[config.mk]
export PLATFORM = sky130hd
export DESIGN_NAME = add_share_sched_flat
export DESIGN_NICKNAME = d
export VERILOG_FILES = /design/src/rtl/add_share_sched_if.sv /design/src/rtl/add_share_sched.sv /design/src/flat_wrapper.sv
export SDC_FILE = /design/constraint.sdc
export NUM_CORES = 1
export LEC_CHECK = 0
export CAP_MARGIN = 15
export CORE_MARGIN = 4
export CORE_UTILIZATION = 38
export CTS_BUF_LIST = sky130_fd_sc_hd__clkbuf_8
export CTS_CLUSTER_SIZE = 30
export DETAILED_ROUTE_END_ITERATION = 8
export GPL_ROUTABILITY_DRIVEN = 0
export PLACE_DENSITY = 0.83
export REMOVE_ABC_BUFFERS = 1
export SLEW_MARGIN = 10
export SYNTH_ARGS = -nofsm -noshare
export SYNTH_HDL_FRONTEND = slang
export SYNTH_SLANG_ARGS = --single-unit
[constraint.sdc]
create_clock -name clk -period 1.9 [get_ports clk]
set_input_delay 0.19 -clock clk [delete_from_list [all_inputs] [get_ports clk]]
set_output_delay 0.19 -clock clk [all_outputs]
set_load 0.005 [all_outputs]
[src/rtl/add_share_sched_if.sv]
// Bundles the requester, shared-adder and response channels of add_share_sched.
interface add_share_sched_if #(
  parameter int N = 4,
  parameter int W = 16
);
  localparam int IDW = $clog2(N);

  logic [N-1:0]   req_valid;
  logic [N-1:0]   req_ready;
  logic [N*W-1:0] req_a;
  logic [N*W-1:0] req_b;

  logic           add_start;
  logic [W-1:0]   add_a;
  logic [W-1:0]   add_b;
  logic [W-1:0]   add_y;
  logic           add_valid;

  logic           rsp_valid;
  logic           rsp_ready;
  logic [IDW-1:0] rsp_id;
  logic [W-1:0]   rsp_data;
  logic           rsp_err;
  logic           spurious_err;

  // Environment side: requesters, the adder itself and the response consumer.
  modport master (
    output req_valid, req_a, req_b, add_y, add_valid, rsp_ready,
    input  req_ready, add_start, add_a, add_b,
           rsp_valid, rsp_id, rsp_data, rsp_err, spurious_err
  );

  // Scheduler side.
  modport slave (
    input  req_valid, req_a, req_b, add_y, add_valid, rsp_ready,
    output req_ready, add_start, add_a, add_b,
           rsp_valid, rsp_id, rsp_data, rsp_err, spurious_err
  );
endinterface

[src/rtl/add_share_sched.sv]
// Round-robin scheduler sharing one registered adder among N requesters.
// One operation is in flight at a time: IDLE grants, ISSUE pulses start,
// WAIT collects the result (or times out), RESP holds the tagged answer.
module add_share_sched #(
  parameter int N       = 4,
  parameter int W       = 16,
  parameter int TIMEOUT = 8
) (
  input  logic              clk,
  input  logic              rst_n,
  add_share_sched_if.slave  bus
);
  localparam int IDW = $clog2(N);
  localparam int CW  = $clog2(TIMEOUT + 1);

  typedef enum logic [1:0] {IDLE, ISSUE, WAIT, RESP} state_t;

  state_t         state_q, state_d;
  logic [IDW-1:0] rr_ptr_q, rr_ptr_d;
  logic [IDW-1:0] id_q, id_d;
  logic [W-1:0]   add_a_q, add_a_d;
  logic [W-1:0]   add_b_q, add_b_d;
  logic [W-1:0]   rsp_data_q, rsp_data_d;
  logic           rsp_err_q, rsp_err_d;
  logic           spur_q, spur_d;
  logic [CW-1:0]  cnt_q, cnt_d;

  logic [W-1:0]   op_a [N];
  logic [W-1:0]   op_b [N];
  logic           grant_found;
  logic [IDW-1:0] grant_idx;
  int             scan_idx;
  logic           req_hs;

  // Accepting is only possible in IDLE and never while reset is held.
  assign req_hs = rst_n && (state_q == IDLE) && grant_found;

  genvar gi;
  generate
    for (gi = 0; gi < N; gi++) begin : g_req
      assign op_a[gi]          = bus.req_a[gi*W +: W];
      assign op_b[gi]          = bus.req_b[gi*W +: W];
      assign bus.req_ready[gi] = req_hs && (grant_idx == IDW'(gi));
    end
  endgenerate

  // Pick the first asserted request at or after rr_ptr, wrapping; scanning
  // downward lets the closest candidate overwrite farther ones.
  always_comb begin
    grant_found = 1'b0;
    grant_idx   = '0;
    scan_idx    = 0;
    for (int k = N - 1; k >= 0; k--) begin
      scan_idx = int'(rr_ptr_q) + k;
      if (scan_idx >= N) scan_idx = scan_idx - N;
      if (bus.req_valid[IDW'(scan_idx)]) begin
        grant_found = 1'b1;
        grant_idx   = IDW'(scan_idx);
      end
    end
  end

  // Next-state and datapath updates for the four-phase operation.
  always_comb begin
    state_d    = state_q;
    rr_ptr_d   = rr_ptr_q;
    id_d       = id_q;
    add_a_d    = add_a_q;
    add_b_d    = add_b_q;
    rsp_data_d = rsp_data_q;
    rsp_err_d  = rsp_err_q;
    cnt_d      = cnt_q;
    // A result strobe is only legitimate while waiting for one.
    spur_d     = spur_q | (bus.add_valid && (state_q != WAIT));
    unique case (state_q)
      IDLE: begin
        if (req_hs) begin
          add_a_d  = op_a[grant_idx];
          add_b_d  = op_b[grant_idx];
          id_d     = grant_idx;
          rr_ptr_d = (grant_idx == IDW'(N - 1)) ? '0 : grant_idx + 1'b1;
          state_d  = ISSUE;
        end
      end
      ISSUE: begin
        cnt_d   = '0;
        state_d = WAIT;
      end
      WAIT: begin
        // A result arriving on the last allowed cycle still counts as good.
        if (bus.add_valid) begin
          rsp_data_d = bus.add_y;
          rsp_err_d  = 1'b0;
          state_d    = RESP;
        end else begin
          cnt_d = cnt_q + 1'b1;
          if (cnt_q == CW'(TIMEOUT - 1)) begin
            rsp_data_d = '0;
            rsp_err_d  = 1'b1;
            state_d    = RESP;
          end
        end
      end
      RESP: begin
        if (bus.rsp_ready) state_d = IDLE;
      end
      default: state_d = IDLE;
    endcase
  end

  // State register; reset drops any in-flight operation without a response.
  always_ff @(posedge clk or negedge rst_n) begin
    if (!rst_n) begin
      state_q    <= IDLE;
      rr_ptr_q   <= '0;
      id_q       <= '0;
      add_a_q    <= '0;
      add_b_q    <= '0;
      rsp_data_q <= '0;
      rsp_err_q  <= 1'b0;
      spur_q     <= 1'b0;
      cnt_q      <= '0;
    end else begin
      state_q    <= state_d;
      rr_ptr_q   <= rr_ptr_d;
      id_q       <= id_d;
      add_a_q    <= add_a_d;
      add_b_q    <= add_b_d;
      rsp_data_q <= rsp_data_d;
      rsp_err_q  <= rsp_err_d;
      spur_q     <= spur_d;
      cnt_q      <= cnt_d;
    end
  end

  assign bus.add_start    = (state_q == ISSUE);
  assign bus.add_a        = add_a_q;
  assign bus.add_b        = add_b_q;
  assign bus.rsp_valid    = (state_q == RESP);
  assign bus.rsp_id       = id_q;
  assign bus.rsp_data     = rsp_data_q;
  assign bus.rsp_err      = rsp_err_q;
  assign bus.spurious_err = spur_q;
endmodule

[src/flat_wrapper.sv]
// flat-port wrapper written by rule: the top's interface ports become plain ports
module add_share_sched_flat 
#(
  parameter int N       = 4,
  parameter int W       = 16,
  parameter int TIMEOUT = 8
)
  (clk, rst_n, bus_req_valid, bus_req_a, bus_req_b, bus_add_y, bus_add_valid, bus_rsp_ready, bus_req_ready, bus_add_start, bus_add_a, bus_add_b, bus_rsp_valid, bus_rsp_id, bus_rsp_data, bus_rsp_err, bus_spurious_err);
  add_share_sched_if #(.N(N), .W(W)) bus_i ();
  input  logic clk;
  input  logic rst_n;
  input wire logic [$bits(bus_i.req_valid)-1:0] bus_req_valid;
  input wire logic [$bits(bus_i.req_a)-1:0] bus_req_a;
  input wire logic [$bits(bus_i.req_b)-1:0] bus_req_b;
  input wire logic [$bits(bus_i.add_y)-1:0] bus_add_y;
  input wire logic [$bits(bus_i.add_valid)-1:0] bus_add_valid;
  input wire logic [$bits(bus_i.rsp_ready)-1:0] bus_rsp_ready;
  output wire logic [$bits(bus_i.req_ready)-1:0] bus_req_ready;
  output wire logic [$bits(bus_i.add_start)-1:0] bus_add_start;
  output wire logic [$bits(bus_i.add_a)-1:0] bus_add_a;
  output wire logic [$bits(bus_i.add_b)-1:0] bus_add_b;
  output wire logic [$bits(bus_i.rsp_valid)-1:0] bus_rsp_valid;
  output wire logic [$bits(bus_i.rsp_id)-1:0] bus_rsp_id;
  output wire logic [$bits(bus_i.rsp_data)-1:0] bus_rsp_data;
  output wire logic [$bits(bus_i.rsp_err)-1:0] bus_rsp_err;
  output wire logic [$bits(bus_i.spurious_err)-1:0] bus_spurious_err;
  assign bus_i.req_valid = bus_req_valid;
  assign bus_i.req_a = bus_req_a;
  assign bus_i.req_b = bus_req_b;
  assign bus_i.add_y = bus_add_y;
  assign bus_i.add_valid = bus_add_valid;
  assign bus_i.rsp_ready = bus_rsp_ready;
  assign bus_req_ready = bus_i.req_ready;
  assign bus_add_start = bus_i.add_start;
  assign bus_add_a = bus_i.add_a;
  assign bus_add_b = bus_i.add_b;
  assign bus_rsp_valid = bus_i.rsp_valid;
  assign bus_rsp_id = bus_i.rsp_id;
  assign bus_rsp_data = bus_i.rsp_data;
  assign bus_rsp_err = bus_i.rsp_err;
  assign bus_spurious_err = bus_i.spurious_err;
  add_share_sched #(.N(N), .W(W), .TIMEOUT(TIMEOUT)) u_core (.clk(clk), .rst_n(rst_n), .bus(bus_i));
endmodule
==> tab_implementation.tex, run 1 <==
\begin{tabular}{lr}
\hline
Metric & Value \\
\hline
\multicolumn{2}{l}{\textbf{Run status}} \\
\quad Status & finished, violations left \\
\quad Failing checks & negative setup slack \\
\multicolumn{2}{l}{\textbf{Route}} \\
\quad Antenna Nets Post-Route & 0 \\
\quad 1st-pass router iterations & 4 \\
\quad Drt wl/cell & 19.6 um \\
\quad DRC errors left & 0 \\
\quad Count of routing violations after the opening detailed-route iteration & 107 \\
\quad DRT Wirelength & 12.4 mm \\
\quad Vias/cell & 5.35 \\
\quad Overall via count from detail\_route & 3375 \\
\multicolumn{2}{l}{\textbf{Clocking}} \\
\quad Buffer depth of the longest clock path & 2 \\
\quad Clock-pin slew reported for the worst setup and hold paths after clock tree synthesis & 0.06 ns \\
\quad Clk sink count & 60 \\
\quad Count of hold buffers inserted by post-cts repair & 0 \\
\quad \# H-tree levels & 3 \\
\quad Number of buffers created by CTS & 9 \\
\quad Clock tree root driver cell & sky130\_fd\_sc\_hd\_\_clkbuf\_8 \\
\quad Clock insertion delay at the later pin of the skew report & 0.33 ns \\
\quad TritonCTS clock tree & done \\
\multicolumn{2}{l}{\textbf{Yosys}} \\
\quad Netlist area before placement & 3310 sq um \\
\quad Adder-cell share of the synthesized area & 0.0340 \\
\quad Count of warnings emitted by yosys & 0 \\
\quad Most numerous cell types in the synthesized netlist & sky130\_fd\_sc\_hd\_\_mux2i\_1, sky130\_fd\_sc\_hd\_\_dfrtp\_1, sky130\_fd\_sc\_hd\_\_nand2\_1, sky130\_fd\_sc\_hd\_\_o221ai\_1, sky130\_fd\_sc\_hd\_\_a22o\_1 \\
\quad Area fraction in compound gates after synthesis & 0.167 \\
\quad Cell with the most instances after synthesis & sky130\_fd\_sc\_hd\_\_mux2i\_1 \\
\quad Post-synthesis share of cell area spent on xor and xnor gates & 0.00529 \\
\quad Library cell occupying the most area in the post-synthesis netlist & sky130\_fd\_sc\_hd\_\_dfrtp\_1 \\
\quad Largest family of logic cells by synthesized area & multiplexers \\
\quad Number of synthesized flops with an enable pin & 0 \\
\quad Area share of the largest cell type after synthesis & 0.453 \\
\quad Top\_reg\_cell synth & sky130\_fd\_sc\_hd\_\_dfrtp\_1 \\
\quad Synth area leaders & sky130\_fd\_sc\_hd\_\_dfrtp\_1, sky130\_fd\_sc\_hd\_\_mux2i\_1, sky130\_fd\_sc\_hd\_\_o221ai\_1 \\
\quad Fraction of registers with async set/reset & 1.00 \\
\quad Post-synthesis instance total & 298 \\
\quad Mux share of post-synthesis cell area & 0.196 \\
\quad \#FFs+latches synth & 60 \\
\quad Register area share after synthesis & 0.453 \\
\quad Count of cell types in the netlist & 33 \\
\quad Synthesized area divided by synthesized cell count & 11.1 sq um \\
\quad Simple-gate portion of the synthesized area & 0.0824 \\
\multicolumn{2}{l}{\textbf{STA}} \\
\quad Number of slew-limit violations in the final report & 0 \\
\quad Maximum clock frequency & 508 MHz \\
\quad Post-layout worst setup margin & -0.0682 ns \\
\quad Final min period & 1.97 ns \\
\quad Max-slew headroom & 0.485 \\
\quad Share of the cycle needed by the critical path after routing & 1.04 \\
\quad Number of hold-slack violations in the final timing report & 0 \\
\quad Worst Tran Pin Value & 0.772 ns \\
\quad Skew final & 0.0102 ns \\
\quad Unrepaired setup endpoints after global routing & yes \\
\quad Finish-stage setup viols & 3 \\
\multicolumn{2}{l}{\textbf{Final layout}} \\
\quad Antenna Cells & 0 \\
\quad Post-route insts no fill & 631 \\
\quad Fraction of layout cells with a size suffix above 1 & 0.160 \\
\quad Number of filler cells placed in the layout & 585 \\
\quad Number of nets at the end of the flow & 682 \\
\quad Synthesis-to-layout area growth & 83.7\% \\
\multicolumn{2}{l}{\textbf{Min path}} \\
\quad Class of the most critical hold timing path & in2async \\
\multicolumn{2}{l}{\textbf{Critical path}} \\
\quad Setup crit end kind & output port \\
\quad Max stage delay on crit path & 0.42 ns \\
\quad Data required time of the worst path & 1.71 ns \\
\quad R2R Path End & u\_core.bus.add\_a[8] \\
\quad Critical Path Source & u\_core.rr\_ptr\_q[0] \\
\quad Slowest library cell on the worst path & sky130\_fd\_sc\_hd\_\_dfrtp\_1 \\
\quad Stages on worst setup path & 6 \\
\quad Worst r2r path cells & 9 \\
\quad Startpoint of the lowest-slack register-to-register path & u\_core.state\_q[1] \\
\quad Bufs and invs on worst path & 2 \\
\quad Worst Setup Start Kind & register \\
\quad Setup slack of the most critical reg-to-reg path & 0.08 ns \\
\quad Critical path start-end classification & reg2out \\
\quad Crit path cell chain & nor2\_1, o32a\_1, buf\_4, ha\_2, and2\_1, buf\_2 \\
\quad Highest net fanout along the worst path & 4 \\
\quad Data arrival time at the worst-slack endpoint & 1.78 ns \\
\quad Cell type group with the largest total delay on the critical path & flip-flops \\
\multicolumn{2}{l}{\textbf{Die}} \\
\quad Die boundary width & 101 um \\
\quad Rows & 33 \\
\quad Number of top-level design ports & 210 \\
\quad Core Region & 8340 sq um \\
\quad Starting utilization of the core area & 0.397 \\
\quad Area of the die & 10300 sq um \\
\quad Die extent in y & 101 um \\
\multicolumn{2}{l}{\textbf{Global routing}} \\
\quad Number of global-route vias before repair & 3552 \\
\quad Global-route wire length before repair & 18.2 mm \\
\quad Largest net degree at the start of global routing & 61 \\
\quad Global-route usage over all layers & 0.229 \\
\quad Total grt overflow & 0 \\
\quad Number of antenna violations at the first check in global routing & 0 \\
\multicolumn{2}{l}{\textbf{Placement}} \\
\quad Port buffer count & 209 \\
\quad Instance count after placement with tap cells included & 607 \\
\quad Final HPWL from detailed placement & 9.00 mm \\
\multicolumn{2}{l}{\textbf{Power}} \\
\quad LEAKAGE & 0.00269 uW \\
\quad PD cells & 1270 nW/um\^{}2 \\
\quad IR drop worst, VDD & 702 uV \\
\quad Total Power & 7700 uW \\
\multicolumn{2}{l}{\textbf{Run}} \\
\quad Maximum capacitance violations & 0 \\
\hline
\end{tabular}
-- placed cells by master (no fill, tap or decap), drive strengths merged, types with 2 or more instances in the layout --
cell / count
buf: 30
nand2b: 2
o21ai: 3
nand2: 45
ha: 9
clkbuf: 13
a21o: 2
o32a: 2
and2: 5
dfrtp: 60
a22o: 16
nor2: 5
clkdlybuf4s50: 201
a21oi: 5
dlygate4sd2: 3
mux2i: 65
xor2: 2
o221ai: 32
o22ai: 3
a31oi: 2
clkinv: 2
bufinv: 2
inv: 8
nor2b: 2
-- cell families (layout without fill, tap and decap cells) --
| kind of cell | count (synthesis) | in the layout |
|---|---|---|
| AND/OR/NAND/NOR | 63 | 63 |
| multiplexers | 65 | 65 |
| flip-flops | 60 | 60 |
| XOR/XNOR | 2 | 2 |
| AO/OA/AOI/OAI | 68 | 68 |
| buffers and inverters | 31 | 259 |
| adder cells (fa/ha/maj) | 9 | 9 |
-- where the power goes --
| group | switching, uW | internal, uW |
|---|---|---|
| sequential | 329 | 1840 |
| clock | 507 | 842 |
| combinational | 1730 | 2450 |
-- area by class of cell --
| cell class | instances | area [sq um] | share of cell area |
|---|---|---|---|
| flip-flops and latches | 60 | 1500 | 0.247 |
| well taps | 105 | 131 | 0.0216 |
| inverters | 8 | 35.0 | 0.00576 |
| repair buffers | 235 | 2380 | 0.392 |
| multi-input cells | 207 | 1800 | 0.295 |
| clock inverters | 4 | 70.1 | 0.0115 |
| clock buffers | 12 | 165 | 0.0271 |
-- through the flow --
stage	TNS [ns]	instance area (sq um)	hold WS, ns	utilization	setup slack, ns
detailed placement	-10.67	5560	0.442	0.667	-0.420
floorplan	-51.91	3140	-0.106	-	-1.54
finish	-0.121	6080	0.0349	0.730	-0.0682
global placement	-8.42	5560	0.419	0.667	-0.319
CTS	-0.00683	5880	0.0669	0.705	-0.00610
global route	-0.344	6080	0.114	0.730	-0.104
-- per-layer routing --
layer  up-vias  part of all wire  GRT usage
met5         -                 0          0
met4         0             0.028     0.0838
met3        27             0.087     0.0675
met2       146              0.52      0.398
met1      1640              0.36      0.266
li1       1562                 -          -
-- registers in the layout, indices dropped and copies added (netlist names) --
register and count:
u_core.bus.add_a 16, u_core.bus.add_b 16, u_core.bus.rsp_data 16, u_core.bus.rsp_err 1
u_core.bus.rsp_id 2, u_core.bus.spurious_err 1, u_core.cnt_q 4, u_core.rr_ptr_q 2
u_core.state_q 2
-- worst max path at each step --
stage                                  end  slack (ns)
final                     bus_req_ready[2]       -0.07
after global routing      bus_req_ready[2]       -0.10
after CTS                 bus_req_ready[1]      -0.006
after detailed placement  bus_req_ready[1]       -0.42
after global placement    bus_req_ready[1]       -0.32
after floorplan           bus_req_ready[1]       -1.54
-- repair_timing --
| action | CTS | global route |
|---|---|---|
| resized for setup | 30 | 34 |
| pin swaps | 3 | 4 |
| setup endpoints to repair | 8 | 38 |
| hold endpoints to repair | 0 | 0 |
| setup buffers | 5 | 1 |
| gates cloned | 1 | 1 |
(Power assumes the default switching activity.)
==> run 2, diff against run 1 <==
--- a/config.mk
+++ b/config.mk
@@ -6,7 +6,6 @@
 export NUM_CORES = 1
 export LEC_CHECK = 0
 export CAP_MARGIN = 15
-export CORE_MARGIN = 4
 export CORE_UTILIZATION = 38
 export CTS_BUF_LIST = sky130_fd_sc_hd__clkbuf_8
 export CTS_CLUSTER_SIZE = 30
==> run 2 against run 1 <==
Effect of this change: the run still ends with negative setup slack left; worst hold slack gained 0.014 ns; non-clock buffer count up 8; sequential power hardly changed; fmax down 0.22%; global-route usage is 1.7 points higher; combinational power barely moved; critical path depth is the same; wire length is 6.4% lower; flip-flop and latch count stayed put; largest power group unchanged; highest routed layer unchanged.
==> tab_implementation.tex, run 2 (synthesis results as in run 1) <==
\begin{tabular}{lr}
\hline
Metric & Value \\
\hline
\multicolumn{2}{l}{\textbf{Power}} \\
\quad Logic pwr share & 0.569 (+0.026) \\
\quad PD cells & 1220 nW/um\^{}2 (-3.8\%) \\
\quad IR drop worst, VDD & 649 uV (-7.5\%) \\
\quad Switching share of power & 0.340 (+0.00651) \\
\quad Net switching power & 2490 uW (-3.0\%) \\
\quad Total Power & 7330 uW (-4.9\%) \\
\quad Share of total power in sequential cells & 0.295 (+0.014) \\
\quad LEAKAGE & 0.00269 uW (about the same) \\
\quad Internal power consumption & 4840 uW (-5.8\%) \\
\quad Portion of total power attributed to the clock network & 0.135 (-0.040) \\
\multicolumn{2}{l}{\textbf{Run status}} \\
\quad Status & finished, violations left \\
\quad Failing checks & negative setup slack \\
\multicolumn{2}{l}{\textbf{Final layout}} \\
\quad Number of nets at the end of the flow & 690 (+1.2\%) \\
\quad Fraction of layout cells with a size suffix above 1 & 0.152 (-0.00801) \\
\quad Most common cell after layout, fill and taps aside & sky130\_fd\_sc\_hd\_\_clkdlybuf4s50\_1 \\
\quad Antenna Cells & 0 (unchanged) \\
\quad Synthesis-to-layout area growth & 81.7\% \\
\quad Finished Core Util & 0.721 (-0.00810) \\
\quad Post-route insts no fill & 639 (+1.3\%) \\
\quad Cell area after layout & 6020 sq um (-1.1\%) \\
\quad Commonest cells after routing, fill and taps aside & sky130\_fd\_sc\_hd\_\_clkdlybuf4s50\_1, sky130\_fd\_sc\_hd\_\_mux2i\_1, sky130\_fd\_sc\_hd\_\_dfrtp\_1 \\
\multicolumn{2}{l}{\textbf{Die}} \\
\quad Die boundary width & 95.4 um (-5.9\%) \\
\quad Area of the die & 9090 sq um (-11\%) \\
\quad Core Region & 8340 sq um (unchanged) \\
\quad Number of top-level design ports & 210 (unchanged) \\
\quad Rows & 33 (unchanged) \\
\quad Die extent in y & 95.4 um (-5.9\%) \\
\quad Starting utilization of the core area & 0.397 (unchanged) \\
\multicolumn{2}{l}{\textbf{STA}} \\
\quad Post-Route Setup TNS & -0.242 ns (-0.121 ns) \\
\quad Share of the cycle needed by the critical path after routing & 1.04 (+0.00225) \\
\quad Unrepaired setup endpoints after global routing & yes \\
\quad Number of slew-limit violations in the final report & 0 (unchanged) \\
\quad Post-layout worst setup margin & -0.0725 ns (-0.00428 ns) \\
\quad Finish-stage setup viols & 4 (+1) \\
\quad Skew final & 0.00681 ns (-0.00342 ns) \\
\quad Worst Tran Pin Value & 0.750 ns (-0.0224 ns) \\
\quad Number of hold-slack violations in the final timing report & 0 (unchanged) \\
\quad Max-slew headroom & 0.500 (+0.0149) \\
\quad Final min period & 1.97 ns (+0.00428 ns) \\
\quad Maximum clock frequency & 507 MHz (-0.22\%) \\
\multicolumn{2}{l}{\textbf{Critical path}} \\
\quad Setup crit end kind & output port \\
\quad Data required time of the worst path & 1.71 ns (about the same) \\
\quad Critical path start-end classification & reg2out \\
\quad Highest net fanout along the worst path & 3 (-1) \\
\quad Worst Setup Start Kind & register \\
\quad Data arrival time at the worst-slack endpoint & 1.78 ns (about the same) \\
\multicolumn{2}{l}{\textbf{Global routing}} \\
\quad GR Layer Usage met3 & 0.0702 (+0.00268) \\
\quad Total grt overflow & 0 (unchanged) \\
\quad Largest net degree at the start of global routing & 61 (unchanged) \\
\quad Number of antenna violations at the first check in global routing & 0 (unchanged) \\
\quad Met2 Use GR & 0.448 (+0.0498) \\
\quad Highest-utilization routing layer at the global route stage & met2 \\
\quad Global-route wire length before repair & 16.7 mm (-8.5\%) \\
\quad Global-route usage over all layers & 0.246 (+0.0174) \\
\quad GR Util met1 & 0.256 (-0.0100) \\
\quad Number of global-route vias before repair & 3427 (-3.5\%) \\
\multicolumn{2}{l}{\textbf{Route}} \\
\quad DRT Wirelength & 11.6 mm (-6.4\%) \\
\quad Drt wl/cell & 18.1 um (-7.6\%) \\
\quad 1st-pass router iterations & 4 (unchanged) \\
\quad Count of routing violations after the opening detailed-route iteration & 123 (+15\%) \\
\quad Vias/cell & 5.22 (-2.5\%) \\
\quad DRC errors left & 0 (unchanged) \\
\quad Overall via count from detail\_route & 3334 (-1.2\%) \\
\quad Antenna Nets Post-Route & 0 (unchanged) \\
\multicolumn{2}{l}{\textbf{Clocking}} \\
\quad Clock insertion delay at the later pin of the skew report & 0.33 ns (about the same) \\
\quad Clock tree root driver cell & sky130\_fd\_sc\_hd\_\_clkbuf\_8 \\
\quad Count of hold buffers inserted by post-cts repair & 0 (unchanged) \\
\quad TritonCTS clock tree & done \\
\quad Number of buffers created by CTS & 9 (unchanged) \\
\quad Clk sink count & 60 (unchanged) \\
\quad Buffer depth of the longest clock path & 2 (unchanged) \\
\quad Clock-pin slew reported for the worst setup and hold paths after clock tree synthesis & 0.07 ns (about the same) \\
\quad \# H-tree levels & 3 (unchanged) \\
\multicolumn{2}{l}{\textbf{Placement}} \\
\quad Port buffer count & 209 (unchanged) \\
\quad Area of placed instances & 5560 sq um (unchanged) \\
\quad Final HPWL from detailed placement & 8.41 mm (-6.6\%) \\
\quad Instance count after placement with tap cells included & 607 (unchanged) \\
\multicolumn{2}{l}{\textbf{Run}} \\
\quad Maximum capacitance violations & 0 (unchanged) \\
\multicolumn{2}{l}{\textbf{Min path}} \\
\quad Class of the most critical hold timing path & in2async \\
\hline
\end{tabular}
## run 2: area by class of cell
cell class	count	area [sq um]
tap	105	131
sequential	60	1500
fill	588	2320
timing repair buffer	243	2450
clock inverter	6	31.3
inverter	8	32.5
multi-input combinational	207	1740
clock buffer	10	138
## run 2: metal layers
layer / vias up / routed length (um)
li1: 1578 / -
met1: 1583 / 4100
met2: 144 / 6050
met5: - / 0
met4: 0 / 337
met3: 29 / 1080
## run 2: final timing paths
kind                                       from                      end  slack [ns]  depth (start not counted)
setup / recovery             u_core.rr_ptr_q[1]         bus_req_ready[3]       -0.07                          6
hold / removal                            rst_n        u_core.state_q[0]        0.05                          2
setup reg to reg             u_core.rr_ptr_q[0]      u_core.bus.add_a[3]        0.04                          7
hold reg to reg            u_core.bus.rsp_id[1]     u_core.bus.rsp_id[1]        0.48                          2
max in group asynchronous                 rst_n       u_core.rr_ptr_q[1]        1.33                          2
min in group clk                  bus_add_y[12]  u_core.bus.rsp_data[12]        0.45                          2
## run 2: worst max-delay path, cell delays in order (launching register included)
cell and delay [ns]:
sky130_fd_sc_hd__dfrtp_2 0.40, sky130_fd_sc_hd__a21oi_2 0.07, sky130_fd_sc_hd__o32a_1 0.41, sky130_fd_sc_hd__buf_4 0.17, sky130_fd_sc_hd__ha_2 0.16, sky130_fd_sc_hd__and2_4 0.13
sky130_fd_sc_hd__buf_2 0.12
## run 2: power groups by stage
stage          logic (uW)  registers [uW]  clock network [uW]
2_1_floorplan        1690            2190                   0
3_3_place_gp         3600            2150                   0
3_5_place_dp         3720            2170                   0
4_1_cts              4010            2160                1020
5_1_grt              4500            2230                1080
6_report             4170            2170                 990
## run 2: repair_timing
action                                  CTS  global route
pin swaps                                 4             4
setup buffers                            17             0
resized for setup                        37            18
gates cloned                              0             2
endpoints found under the hold margin     0             0
endpoints found under the setup margin   11            31
## run 2: metrics by stage
stage	hold slack, ns	setup WS (ns)
2_1_floorplan	-0.106	-1.54
3_3_place_gp	0.422	-0.321
3_5_place_dp	0.427	-0.450
4_1_cts	0.0530	-0.0349
5_1_grt	0.116	-0.132
6_report	0.0489	-0.0725
